### src/rtl/uart_fifo_transceiver.sv
// Buffered 8N1 UART: serial TX/RX engines, one FWFT FIFO per direction and the
// glue that launches TX bytes and stores received ones.

module uart_fifo_buf #(
  parameter int unsigned WIDTH = 8,
  parameter int unsigned DEPTH = 8
) (
  input  logic             clk,
  input  logic             rst,
  input  logic             wr,
  input  logic [WIDTH-1:0] wdata,
  input  logic             rd,
  output logic [WIDTH-1:0] rdata,
  output logic             full,
  output logic             empty
);
  localparam int unsigned AW = (DEPTH > 1) ? $clog2(DEPTH) : 1;
  localparam int unsigned CW = AW + 1;

  logic [WIDTH-1:0] mem [DEPTH];
  logic [AW-1:0]    wptr, rptr;
  logic [CW-1:0]    count, count_d;
  logic             do_wr, do_rd;

  assign do_wr = wr && !full;
  assign do_rd = rd && !empty;
  assign rdata = empty ? '0 : mem[rptr];

  always_comb begin
    count_d = count;
    if (do_wr && !do_rd)      count_d = count + CW'(1);
    else if (do_rd && !do_wr) count_d = count - CW'(1);
  end

  // Flags are registered from the next occupancy so they line up with count.
  always_ff @(posedge clk or posedge rst) begin
    if (rst) begin
      wptr  <= '0;
      rptr  <= '0;
      count <= '0;
      full  <= 1'b0;
      empty <= 1'b1;
    end else begin
      if (do_wr) wptr <= wptr + AW'(1);
      if (do_rd) rptr <= rptr + AW'(1);
      count <= count_d;
      full  <= (count_d == CW'(DEPTH));
      empty <= (count_d == '0);
    end
  end

  always_ff @(posedge clk) begin
    if (do_wr) mem[wptr] <= wdata;
  end
endmodule

module uart_fifo_transceiver #(
  parameter int unsigned CLK_HZ       = 25000000,
  parameter int unsigned BIT_RATE     = 9600,
  parameter int unsigned PAYLOAD_BITS = 8,
  parameter int unsigned DEPTH        = 8
) (
  input  logic                    clk,
  input  logic                    rst,
  input  logic                    rxd,
  output logic                    txd,
  input  logic                    tx_write,
  input  logic [PAYLOAD_BITS-1:0] tx_data,
  output logic                    tx_full,
  output logic                    tx_empty,
  input  logic                    rx_read,
  output logic [PAYLOAD_BITS-1:0] rx_data,
  output logic                    rx_empty,
  output logic                    rx_full,
  output logic                    rx_break,
  output logic                    rx_overrun
);
  localparam int unsigned CPB  = CLK_HZ / BIT_RATE;
  localparam int unsigned HALF = CPB / 2;
  localparam int unsigned CNTW = $clog2(CPB);
  localparam int unsigned IDXW = (PAYLOAD_BITS > 1) ? $clog2(PAYLOAD_BITS) : 1;

  typedef enum logic [1:0] {TX_IDLE, TX_START, TX_DATA, TX_STOP} tx_state_e;
  typedef enum logic [2:0] {RX_IDLE, RX_START, RX_DATA, RX_STOP, RX_WAIT} rx_state_e;

  logic [PAYLOAD_BITS-1:0] tx_head, tx_byte, tx_sh, tx_sh_d;
  logic                    tx_pop, tx_launch, tx_busy, txd_d;
  logic [CNTW-1:0]         tx_cnt, tx_cnt_d;
  logic [IDXW-1:0]         tx_idx, tx_idx_d;
  tx_state_e               tx_state, tx_next;

  logic                    rx_s1, rx_s2, rx_valid, rx_valid_d, rx_break_d, rx_push;
  logic [PAYLOAD_BITS-1:0] rx_sh, rx_sh_d;
  logic [CNTW-1:0]         rx_cnt, rx_cnt_d;
  logic [IDXW-1:0]         rx_idx, rx_idx_d;
  rx_state_e               rx_state, rx_next;

  uart_fifo_buf #(.WIDTH(PAYLOAD_BITS), .DEPTH(DEPTH)) u_tx_fifo (
    .clk(clk), .rst(rst), .wr(tx_write), .wdata(tx_data), .rd(tx_pop),
    .rdata(tx_head), .full(tx_full), .empty(tx_empty)
  );

  uart_fifo_buf #(.WIDTH(PAYLOAD_BITS), .DEPTH(DEPTH)) u_rx_fifo (
    .clk(clk), .rst(rst), .wr(rx_push), .wdata(rx_sh), .rd(rx_read),
    .rdata(rx_data), .full(rx_full), .empty(rx_empty)
  );

  // Launch holdoff: busy only rises two cycles after the pop, so skip one cycle.
  assign tx_busy = (tx_state != TX_IDLE);
  assign tx_pop  = !tx_busy && !tx_empty && !tx_launch;
  assign rx_push = rx_valid && !rx_full;

  always_ff @(posedge clk or posedge rst) begin
    if (rst) begin
      tx_launch  <= 1'b0;
      tx_byte    <= '0;
      rx_overrun <= 1'b0;
    end else begin
      tx_launch  <= tx_pop;
      if (tx_pop) tx_byte <= tx_head;
      rx_overrun <= rx_valid && rx_full;
    end
  end

  always_ff @(posedge clk or posedge rst) begin
    if (rst) begin
      tx_state <= TX_IDLE;
      tx_cnt   <= '0;
      tx_idx   <= '0;
      tx_sh    <= '0;
      txd      <= 1'b1;
    end else begin
      tx_state <= tx_next;
      tx_cnt   <= tx_cnt_d;
      tx_idx   <= tx_idx_d;
      tx_sh    <= tx_sh_d;
      txd      <= txd_d;
    end
  end

  // TX frame sequencer: start, LSB-first data, stop; txd is the registered line.
  always_comb begin
    tx_next  = tx_state;
    tx_cnt_d = tx_cnt + CNTW'(1);
    tx_idx_d = tx_idx;
    tx_sh_d  = tx_sh;
    txd_d    = txd;
    case (tx_state)
      TX_IDLE: begin
        tx_cnt_d = '0;
        txd_d    = 1'b1;
        if (tx_launch) begin
          tx_sh_d = tx_byte;
          txd_d   = 1'b0;
          tx_next = TX_START;
        end
      end
      TX_START: begin
        if (tx_cnt == CNTW'(CPB - 1)) begin
          tx_cnt_d = '0;
          tx_idx_d = '0;
          txd_d    = tx_sh[0];
          tx_next  = TX_DATA;
        end
      end
      TX_DATA: begin
        if (tx_cnt == CNTW'(CPB - 1)) begin
          tx_cnt_d = '0;
          if (tx_idx == IDXW'(PAYLOAD_BITS - 1)) begin
            txd_d   = 1'b1;
            tx_next = TX_STOP;
          end else begin
            tx_idx_d = tx_idx + IDXW'(1);
            tx_sh_d  = {1'b0, tx_sh[PAYLOAD_BITS-1:1]};
            txd_d    = tx_sh[1];
          end
        end
      end
      TX_STOP: begin
        if (tx_cnt == CNTW'(CPB - 1)) begin
          tx_cnt_d = '0;
          tx_next  = TX_IDLE;
        end
      end
      default: tx_next = TX_IDLE;
    endcase
  end

  always_ff @(posedge clk or posedge rst) begin
    if (rst) begin
      rx_s1    <= 1'b1;
      rx_s2    <= 1'b1;
      rx_state <= RX_IDLE;
      rx_cnt   <= '0;
      rx_idx   <= '0;
      rx_sh    <= '0;
      rx_valid <= 1'b0;
      rx_break <= 1'b0;
    end else begin
      rx_s1    <= rxd;
      rx_s2    <= rx_s1;
      rx_state <= rx_next;
      rx_cnt   <= rx_cnt_d;
      rx_idx   <= rx_idx_d;
      rx_sh    <= rx_sh_d;
      rx_valid <= rx_valid_d;
      rx_break <= rx_break_d;
    end
  end

  // RX sampler: half-bit start qualification, then mid-bit samples every CPB cycles.
  always_comb begin
    rx_next    = rx_state;
    rx_cnt_d   = rx_cnt + CNTW'(1);
    rx_idx_d   = rx_idx;
    rx_sh_d    = rx_sh;
    rx_valid_d = 1'b0;
    rx_break_d = 1'b0;
    case (rx_state)
      RX_IDLE: begin
        rx_cnt_d = '0;
        if (!rx_s2) rx_next = RX_START;
      end
      RX_START: begin
        if (rx_cnt == CNTW'(HALF - 1)) begin
          rx_cnt_d = '0;
          rx_idx_d = '0;
          rx_next  = rx_s2 ? RX_IDLE : RX_DATA;
        end
      end
      RX_DATA: begin
        if (rx_cnt == CNTW'(CPB - 1)) begin
          rx_cnt_d = '0;
          rx_sh_d  = {rx_s2, rx_sh[PAYLOAD_BITS-1:1]};
          if (rx_idx == IDXW'(PAYLOAD_BITS - 1)) rx_next = RX_STOP;
          else rx_idx_d = rx_idx + IDXW'(1);
        end
      end
      RX_STOP: begin
        if (rx_cnt == CNTW'(CPB - 1)) begin
          rx_cnt_d = '0;
          if (rx_s2) begin
            rx_valid_d = 1'b1;
            rx_next    = RX_IDLE;
          end else begin
            rx_break_d = (rx_sh == '0);
            rx_next    = RX_WAIT;
          end
        end
      end
      RX_WAIT: begin
        rx_cnt_d = '0;
        if (rx_s2) rx_next = RX_IDLE;
      end
      default: rx_next = RX_IDLE;
    endcase
  end
endmodule

### config.mk
export PLATFORM = sky130hd
export DESIGN_NAME = uart_fifo_transceiver
export DESIGN_NICKNAME = d
export VERILOG_FILES = /design/src/rtl/uart_fifo_transceiver.sv
export SDC_FILE = /design/constraint.sdc
export NUM_CORES = 1
export LEC_CHECK = 0
export CORE_MARGIN = 2
export CORE_UTILIZATION = 61
export DETAILED_ROUTE_END_ITERATION = 10
export PLACE_DENSITY = 0.79
export SLEW_MARGIN = 30
export SYNTH_ARGS = -nofsm -noshare
export SYNTH_HDL_FRONTEND = slang
export SYNTH_SLANG_ARGS = --single-unit
### constraint.sdc
create_clock -name clk -period 3.5 [get_ports clk]
set_input_delay 0.7 -clock clk [delete_from_list [all_inputs] [get_ports clk]]
set_output_delay 0.7 -clock clk [all_outputs]
set_load 0.02 [all_outputs]
Yosys cells after proc, flatten, opt, wreduce, memory -nomap -nowiden
Memories as Yosys holds them, arrays and structs flattened. A register that Yosys moved wholly into a read port is not among the register bits.
Cells that the tools add are included.
- input bits: 13
- register bits after elaboration: 82
- memories kept: 2
- memory bits (writable): 128
- bits in read-only memories: 0
- latch bits: 0
- logic and storage cells: 160
- output and inout bits: 15
- memories (memory ; depth ; width ; read ports ; clocked after memory_dff ; write ports ; RTL line ; RTL):
    u_rx_fifo.mem ; 8 ; 8 ; 1 ; 0 ; 1 ; 20 ; logic [WIDTH-1:0] mem [DEPTH];
    u_tx_fifo.mem ; 8 ; 8 ; 1 ; 1 ; 1 ; 20 ;
- bitwise gates (word level): 0
- equality and inequality tests: 27
- div/mod/pow operators: 0
- mux-type cells: 52
- $mul: 0
- add/subtract/negate cells: 12
- shifts and indexed selects: 0
- reduce and logical (&&, ||, !) cells: 42
- magnitude comparators: 0
- operators by type and width (operator ; number):
    $mux 3 ; 13
    $mux 12 ; 3
    $pmux 12 s3 ; 1
    $mux 8 ; 4
    $ne 2x2->1 const B ; 13
    $add 12x1->12 const B ; 2
    $eq 12x12->1 const B ; 2
    $pmux 12 s2 ; 1
    $add 3x1->3 const B ; 6
    $mux 4 ; 4
    $pmux 8 s2 ; 1
    $pmux 3 s5 ; 1
    $mux 1 ; 14
    $eq 12x11->1 const B ; 1
    $logic_and 1x1->1 ; 12
    $mux 2 ; 6
    $pmux 3 s2 ; 2
    $reduce_and 4->1 ; 3
    $logic_not 1->1 ; 10
    $eq 3x3->1 const B ; 3
    $add 4x1->4 const B ; 2
    $eq 4x4->1 const B ; 2
    $logic_not 4->1 ; 2
    $logic_not 8->1 ; 1
    other kinds (17) ; 24

Longest topological paths before layout
Gate-level depths: netlist (run 1).
- word-level depth: 9
- gate-level depth with buffers: 8
- depth with buffers taken out: 8

Cells and area by module
A second synthesis (run 1) with hierarchy kept.
- cell total of the unflattened synthesis: 652
- area total of the unflattened synthesis: 9658.0 um^2
- by module, submodules not included (module ; cells each ; instances ; sequential area each (um^2) ; area an instance (um^2)):
    uart_fifo_buf ; 181 ; 2 ; 2223.4 ; 3151.8
    uart_fifo_transceiver ; 290 ; 1 ; 1655.3 ; 3354.5

Worst setup path after synthesis (run 1)
Ideal clock, no wire load.
- path type: register -> output
- start: reg u_rx_fifo.rptr[0]
- end: out rx_data[5]
- data arrival time: 1.648 ns
- cell stages (with the launch flop): 6
- required time: 2.800 ns
- path slack: 1.152 ns
- path through: dfrtp_1 buf_2 buf_2 mux4_2 mux2i_1 nor2_1
- cells in the longest elaborated chain, start to end: 2
- ends and longest elaborated chain (item ; RTL line ; RTL):
    start, declared ; 21 ; logic [AW-1:0] wptr, rptr;
    start signal, assigned ; 45 ; if (do_rd) rptr <= rptr + AW'(1);
    $mem_v2 8x8 ; -- ;
    $mux 8 ; 27 ; assign rdata = empty ? '0 : mem[rptr];
    end, declared ; 72 ; output logic [PAYLOAD_BITS-1:0] rx_data,
No other way between the ends.

Final worst setup path (run 1)
- start: reg u_rx_fifo.rptr[1]
- end: out rx_data[3]
The elaborated chain is that of the path after synthesis.

==> impl_metrics.toml, run 1 <==
[outcome]
outcome = "complete, no violations"

[final_layout]
drive_above_1_share = 0.1531
finalInstanceArea_um2 = 10440
synthToLayoutAreaGrowth_pct = 13.10
insertedDiodeCount = 0
nNetsFinal = 703

[synth]
ys_warn_count = 0
ys_top_cells_by_count = "edfxtp_1, dfrtp_1, nor2_1"
synth_fp_nets = 665
yosysTopAreaCell = "edfxtp_1"
synth_area_um2 = 9229
synth_enable_flop_cells = 128
synth_xor_area_frac = 0.03308
synth_top_family_by_area = "multiplexers"
synth.area.top_cells = "edfxtp_1, dfrtp_1, mux4_2"
synth_mux_area_frac = 0.1152
synth_cells = 632
synthFlopType = "edfxtp_1"
synth.avg_cell_area_um2 = 14.60
synth_most_common_cell = "edfxtp_1"
synthSimpleGateAreaFrac = 0.1030
async_flop_share = 0.4128
synthAdderAreaFrac = 0.02711
synth_cell_types = 55
synth-compound-area-share = 0.03918
synth-seq-cells = 218
synth_top_area_frac = 0.4165
ys_seq_area_frac = 0.6612

[placed_design]
place_area_um2 = 9709
io_buffers = 27
dp_hpwl_um = 10860
place_congestion = 0.8150

[detailed_routing]
drt_first_pass_iters = 5
ant_nets = 0
drt-wirelength-per-cell_um = 19.43
dr_total_vias = 5171
via_per_inst = 5.944
drc = 0
first_iter_violations = 388
routed_wl_um = 16900

[critical_path]
critPathMaxStageDelay_ns = 0.83
required_ns = 2.80
crit_family = "flip-flops"
crit_buf_inv = 1
cp.depth = 4
endpoint = "rx_data[3]"
r2r-start = "u_rx_fifo.full"
reg2reg_slack_ns = 1.19
rr_endpoint = "u_rx_fifo.mem[4][3]"
startpoint = "u_rx_fifo.rptr[1]"
timing_worst_setup_path_type = "reg2out"
critPathSlowestCell = "dfrtp_1"
cp_max_fo = 18
path_cells = "mux4_2 > mux2i_1 > nor2_1 > clkdlybuf4s50_1"
arrival_ns = 2.54
start_kind = "flip-flop"
crit_path_end_kind = "output port"
rr_worst_depth = 3

[sta]
fin_crit_ns = 3.237
worst_pin_slew_ns = 0.8821
setup_violations = 0
hold_viol = 0
relSlewSlack = 0.4097
fin_skew_ns = 0.007511
hold_ws_ns = 0.3561
finalMaxSlewViolations = 0
max_freq_mhz = 308.9
period_share = 0.9250
finalSetupTns_ns = 0
rsz0062_at_grt = "false"

[clocking]
cts_buffer_depth = 3
cts_resized = 0
tritoncts = "done"
clkSlewWorstSetupHoldPaths_ns = 0.06
post_cts_buffers = 0
clkSinkCount = 218
ctsRootBufferMaster = "clkbuf_16"
htree_levels = 1
holdBufCountCts = 0
cts_buffers = 22
clk_latency_ns = 0.49

[pwr]
vdd_ir_drop_max_mv = 0.5198
power.leakage_nw = 3.829
cellPowerDensity_nw_per_um2 = 732.2

[hold_path]
hold_class = "reg2reg"

[global_routing]
grt-ovfl-total = 0
grt_pass1_wl_um = 28130
antenna_found_initial = 0
grt_max_degree = 41
track_usage = 0.2214
grt_pass1_vias = 5458

[floorplan]
start_util = 0.6302
io_pins = 28
std_cell_rows = 44
die_area_um2 = 16130
die_h_um = 127
die_w_um = 127
core_area_um2 = 14640

[run]
cap_violations = 0
## power by group
group | internal [W] | total [W] | switching [W] | leakage, nW
clock network | 0.00141 | 0.00232 | 0.000914 | 0.362
logic | 0.000865 | 0.00182 | 0.000958 | 1.30
registers | 0.00311 | 0.00350 | 0.000390 | 2.17
## flip-flops by register name (all words and copies together), names as in the netlist, 4 cells and up
register         flops
u_rx_fifo.count      4
tx_byte              8
rx_sh                8
tx_sh                8
u_rx_fifo.mem       64
u_tx_fifo.count      4
tx_cnt              12
u_tx_fifo.mem       64
rx_cnt              12
## metal layers
layer | global-route usage | wire length (um)
met5 | 0 | 0
met4 | 0.05818 | 309
met3 | 0.03266 | 734
met2 | 0.3915 | 8966
met1 | 0.2924 | 6891
## cells in the final DEF, fill, tap and decap left out, types with 4 or more instances in the layout
cell             Yosys  routed
dfrtp_1             85      85
buf_4                0      11
nand3_1             11      11
nand2_1             52      52
nand4_1              6       6
xnor2_1             22      22
a21oi_1             13      13
mux2_2              10      10
a22o_1               5       5
nand2b_1             9       9
dfstp_2              5       5
nor3_1              13      13
clkbuf_16            0      23
nor2b_1              7       7
and4_1               4       4
clkbuf_1            11       4
mux4_2              32      32
clkdlybuf4s50_1      0      27
ha_1                20      20
clkinv_2             0       6
nor2_1              68      68
nor4_1               4       4
inv_1               22      21
mux2i_1             23      23
edfxtp_1           128     128
o21ai_0             18      18
xor2_1              11      11
## worst min-delay path by stage
stage | slack (ns) | from | cells past startpoint | end
final | 0.36 | rx_s1 | 0 | rx_s2
after floorplan | 0.35 | rx_s1 | 0 | rx_s2
after detailed placement | 0.35 | rx_s1 | 0 | rx_s2
after CTS | 0.36 | rx_s1 | 0 | rx_s2
after global placement | 0.35 | rx_s1 | 0 | rx_s2
after global routing | 0.36 | rx_s1 | 0 | rx_s2
## area by class of cell
type | count | area [um^2]
flip-flops and latches | 218 | 6102
fillers | 927 | 4207
multi-input cells | 367 | 2932
clock buffers | 30 | 631.9
repair buffers | 38 | 352.8
well taps | 184 | 230.2
clock inverters | 10 | 96.34
inverters | 23 | 92.59
## cells by family (layout without fill, tap and decap cells)
group                    count (synthesis)  in the layout
AO/OA/AOI/OAI                           53             53
XOR/XNOR                                34             34
adder cells (fa/ha/maj)                 20             20
buffers and inverters                   47            101
flip-flops                             218            218
multiplexers                            65             65
AND/OR/NAND/NOR                        195            195
## stage by stage
stage,worst slack (ns),power (W),util,std cells
2_1_floorplan,0.4730,0.004846,-,632
3_5_place_dp,0.7951,0.005340,0.6630,830
5_1_grt,0.09677,0.008039,0.7127,870
3_3_place_gp,0.9062,0.005225,0.6630,830
6_report,0.2626,0.007642,0.7127,870
4_1_cts,0.2247,0.007721,0.7127,870
Power figures use the tool's default switching activity.
==> inputs of run 2 (changes only) <==
SLEW_MARGIN = 40   (was 30)
==> impl_metrics.toml, run 2 (synthesis gave the netlist of run 1 again) <==
[detailed_routing]
drt_first_pass_iters = 5
drt-wirelength-per-cell_um = 19.46
drc = 0
first_iter_violations = 361
routed_wl_um = 16930
dr_total_vias = 5233
ant_nets = 0
via_per_inst = 6.015

[pwr]
p_sw_frac = 0.2923
seqPwrFrac = 0.453
cellPowerDensity_nw_per_um2 = 737.2
power.leakage_nw = 3.828
vdd_ir_drop_max_mv = 0.5351
internal-power_w = 0.005464
p_switching_w = 0.002257
comb_power_share = 0.234
pwr-share-clk = 0.313

[final_layout]
synthToLayoutAreaGrowth_pct = 13.49
drive_above_1_share = 0.1574
multi_input_comb_area_um2 = 2939
fillers = 940
mostFrequentLayoutCell = "edfxtp_1"
finalNonFillerCells = 870
reg_top3 = "u_rx_fifo.mem: 64 flops, u_tx_fifo.mem: 64 flops"
nNetsFinal = 703
regArea_um2 = 6102
final_util = 0.7152
layout_common_cells = "edfxtp_1, dfrtp_1, nor2_1"
insertedDiodeCount = 0

[critical_path]
arrival_ns = 2.50
critPathMaxStageDelay_ns = 0.82
path_cells = "mux4_2 > mux2i_1 > nor2_1 > clkdlybuf4s50_1"
reg2reg_slack_ns = 1.30
cp_max_fo = 18
crit_path_end_kind = "output port"
crit_family = "flip-flops"
rr_endpoint = "tx_sh[7]"
critPathSlowestCell = "dfrtp_1"
start_kind = "flip-flop"
crit_buf_inv = 1
rr_worst_depth = 5
required_ns = 2.80
r2r-start = "tx_state[0]"
timing_worst_setup_path_type = "reg2out"

[floorplan]
core_area_um2 = 14640
die_w_um = 127
die_area_um2 = 16130
std_cell_rows = 44
io_pins = 28
start_util = 0.6302
die_h_um = 127

[hold_path]
min_to = "rx_s2"
min_from = "rx_s1"
hold_class = "reg2reg"
min_path_cells = 0

[sta]
rsz0062_at_grt = "false"
setup_violations = 0
hold_ws_ns = 0.3519
finalMaxSlewViolations = 0
worst_pin_slew_ns = 0.8079
finalSetupTns_ns = 0
fin_skew_ns = 0.008253
fin_crit_ns = 3.199
hold_viol = 0
period_share = 0.9139
max_freq_mhz = 312.6
layout_setup_ws_ns = 0.3012
relSlewSlack = 0.4614

[clocking]
cts_resized = 0
htree_levels = 1
tritoncts = "done"
clk_latency_ns = 0.49
cts_buffers = 22
holdBufCountCts = 0
post_cts_buffers = 0
ctsRootBufferMaster = "clkbuf_16"
clkSlewWorstSetupHoldPaths_ns = 0.06
cts_buffer_depth = 3
clkSinkCount = 218

[placed_design]
dp_hpwl_um = 10830
place_congestion = 0.8150
place_inst = 830
io_buffers = 27
place_ws_ns = 0.8065

[global_routing]
grt_pass1_wl_um = 28000
grt-ovfl-total = 0
grt_pass1_vias = 5403
track_usage = 0.2207
antenna_found_initial = 0
grt_max_degree = 41

[outcome]
outcome = "complete, no violations"

[run]
cap_violations = 0
-- run 2: changes by cell type in the layout (fill, tap and decap cells not counted) --
cell,delta
clkinvlp_4,+2
clkinvlp_2,+1
bufinv_16,+2
clkbuf_8,-3
clkinv_2,-2
nor2_2,+3
nor2_1,-3
-- run 2: power by group through the flow --
stage               Combinational (W)  Sequential [W]  Clock, W
CTS                           0.00183         0.00349   0.00247
floorplan                     0.00150         0.00334         0
global placement              0.00172         0.00351         0
finish                        0.00181         0.00349   0.00242
global route                  0.00203         0.00354   0.00256
detailed placement            0.00180         0.00354         0
-- run 2: worst reg2reg max path, delay by kind of cell (launching register included) --
| family | cells | cell delay, ns |
|---|---|---|
| flip-flops | 1 | 0.40 |
| buffers and inverters | 1 | 0.13 |
| adder cells (fa/ha/maj) | 1 | 0.66 |
| AND/OR/NAND/NOR | 1 | 0.17 |
| AO/OA/AOI/OAI | 2 | 0.70 |
-- run 2: metal layers --
layer,global-route usage,part of all wire
met1,0.2946,0.40
met2,0.3912,0.53
met3,0.03141,0.049
met4,0.05107,0.020
met5,0,0
-- run 2: worst max path at each step --
stage	start	end	slack, ns	cells after the start
floorplan	rst	rx_break	0.47	1
global placement	u_rx_fifo.rptr[0]	rx_data[1]	0.91	5
detailed placement	u_rx_fifo.rptr[1]	rx_data[1]	0.81	4
CTS	u_rx_fifo.rptr[1]	rx_data[5]	0.25	4
global route	u_rx_fifo.rptr[1]	rx_data[7]	0.18	4
finish	u_rx_fifo.rptr[1]	rx_data[5]	0.30	4
-- run 2: final cells by class --
cell class / count / area share
Sequential cell: 218 / 0.5826
Tap cell: 184 / 0.02198
Timing Repair Buffer: 38 / 0.03369
Clock buffer: 27 / 0.05639
Multi-Input combinational cell: 367 / 0.2806
Clock inverter: 13 / 0.01589
Inverter: 23 / 0.008840
-- run 2: metrics by stage --
| stage | cell area, um^2 | total power, W |
|---|---|---|
| after floorplan | 9229 | 0.004846 |
| after global placement | 9709 | 0.005225 |
| after detailed placement | 9712 | 0.005341 |
| after CTS | 10470 | 0.007794 |
| after global routing | 10470 | 0.008122 |
| final | 10470 | 0.007721 |
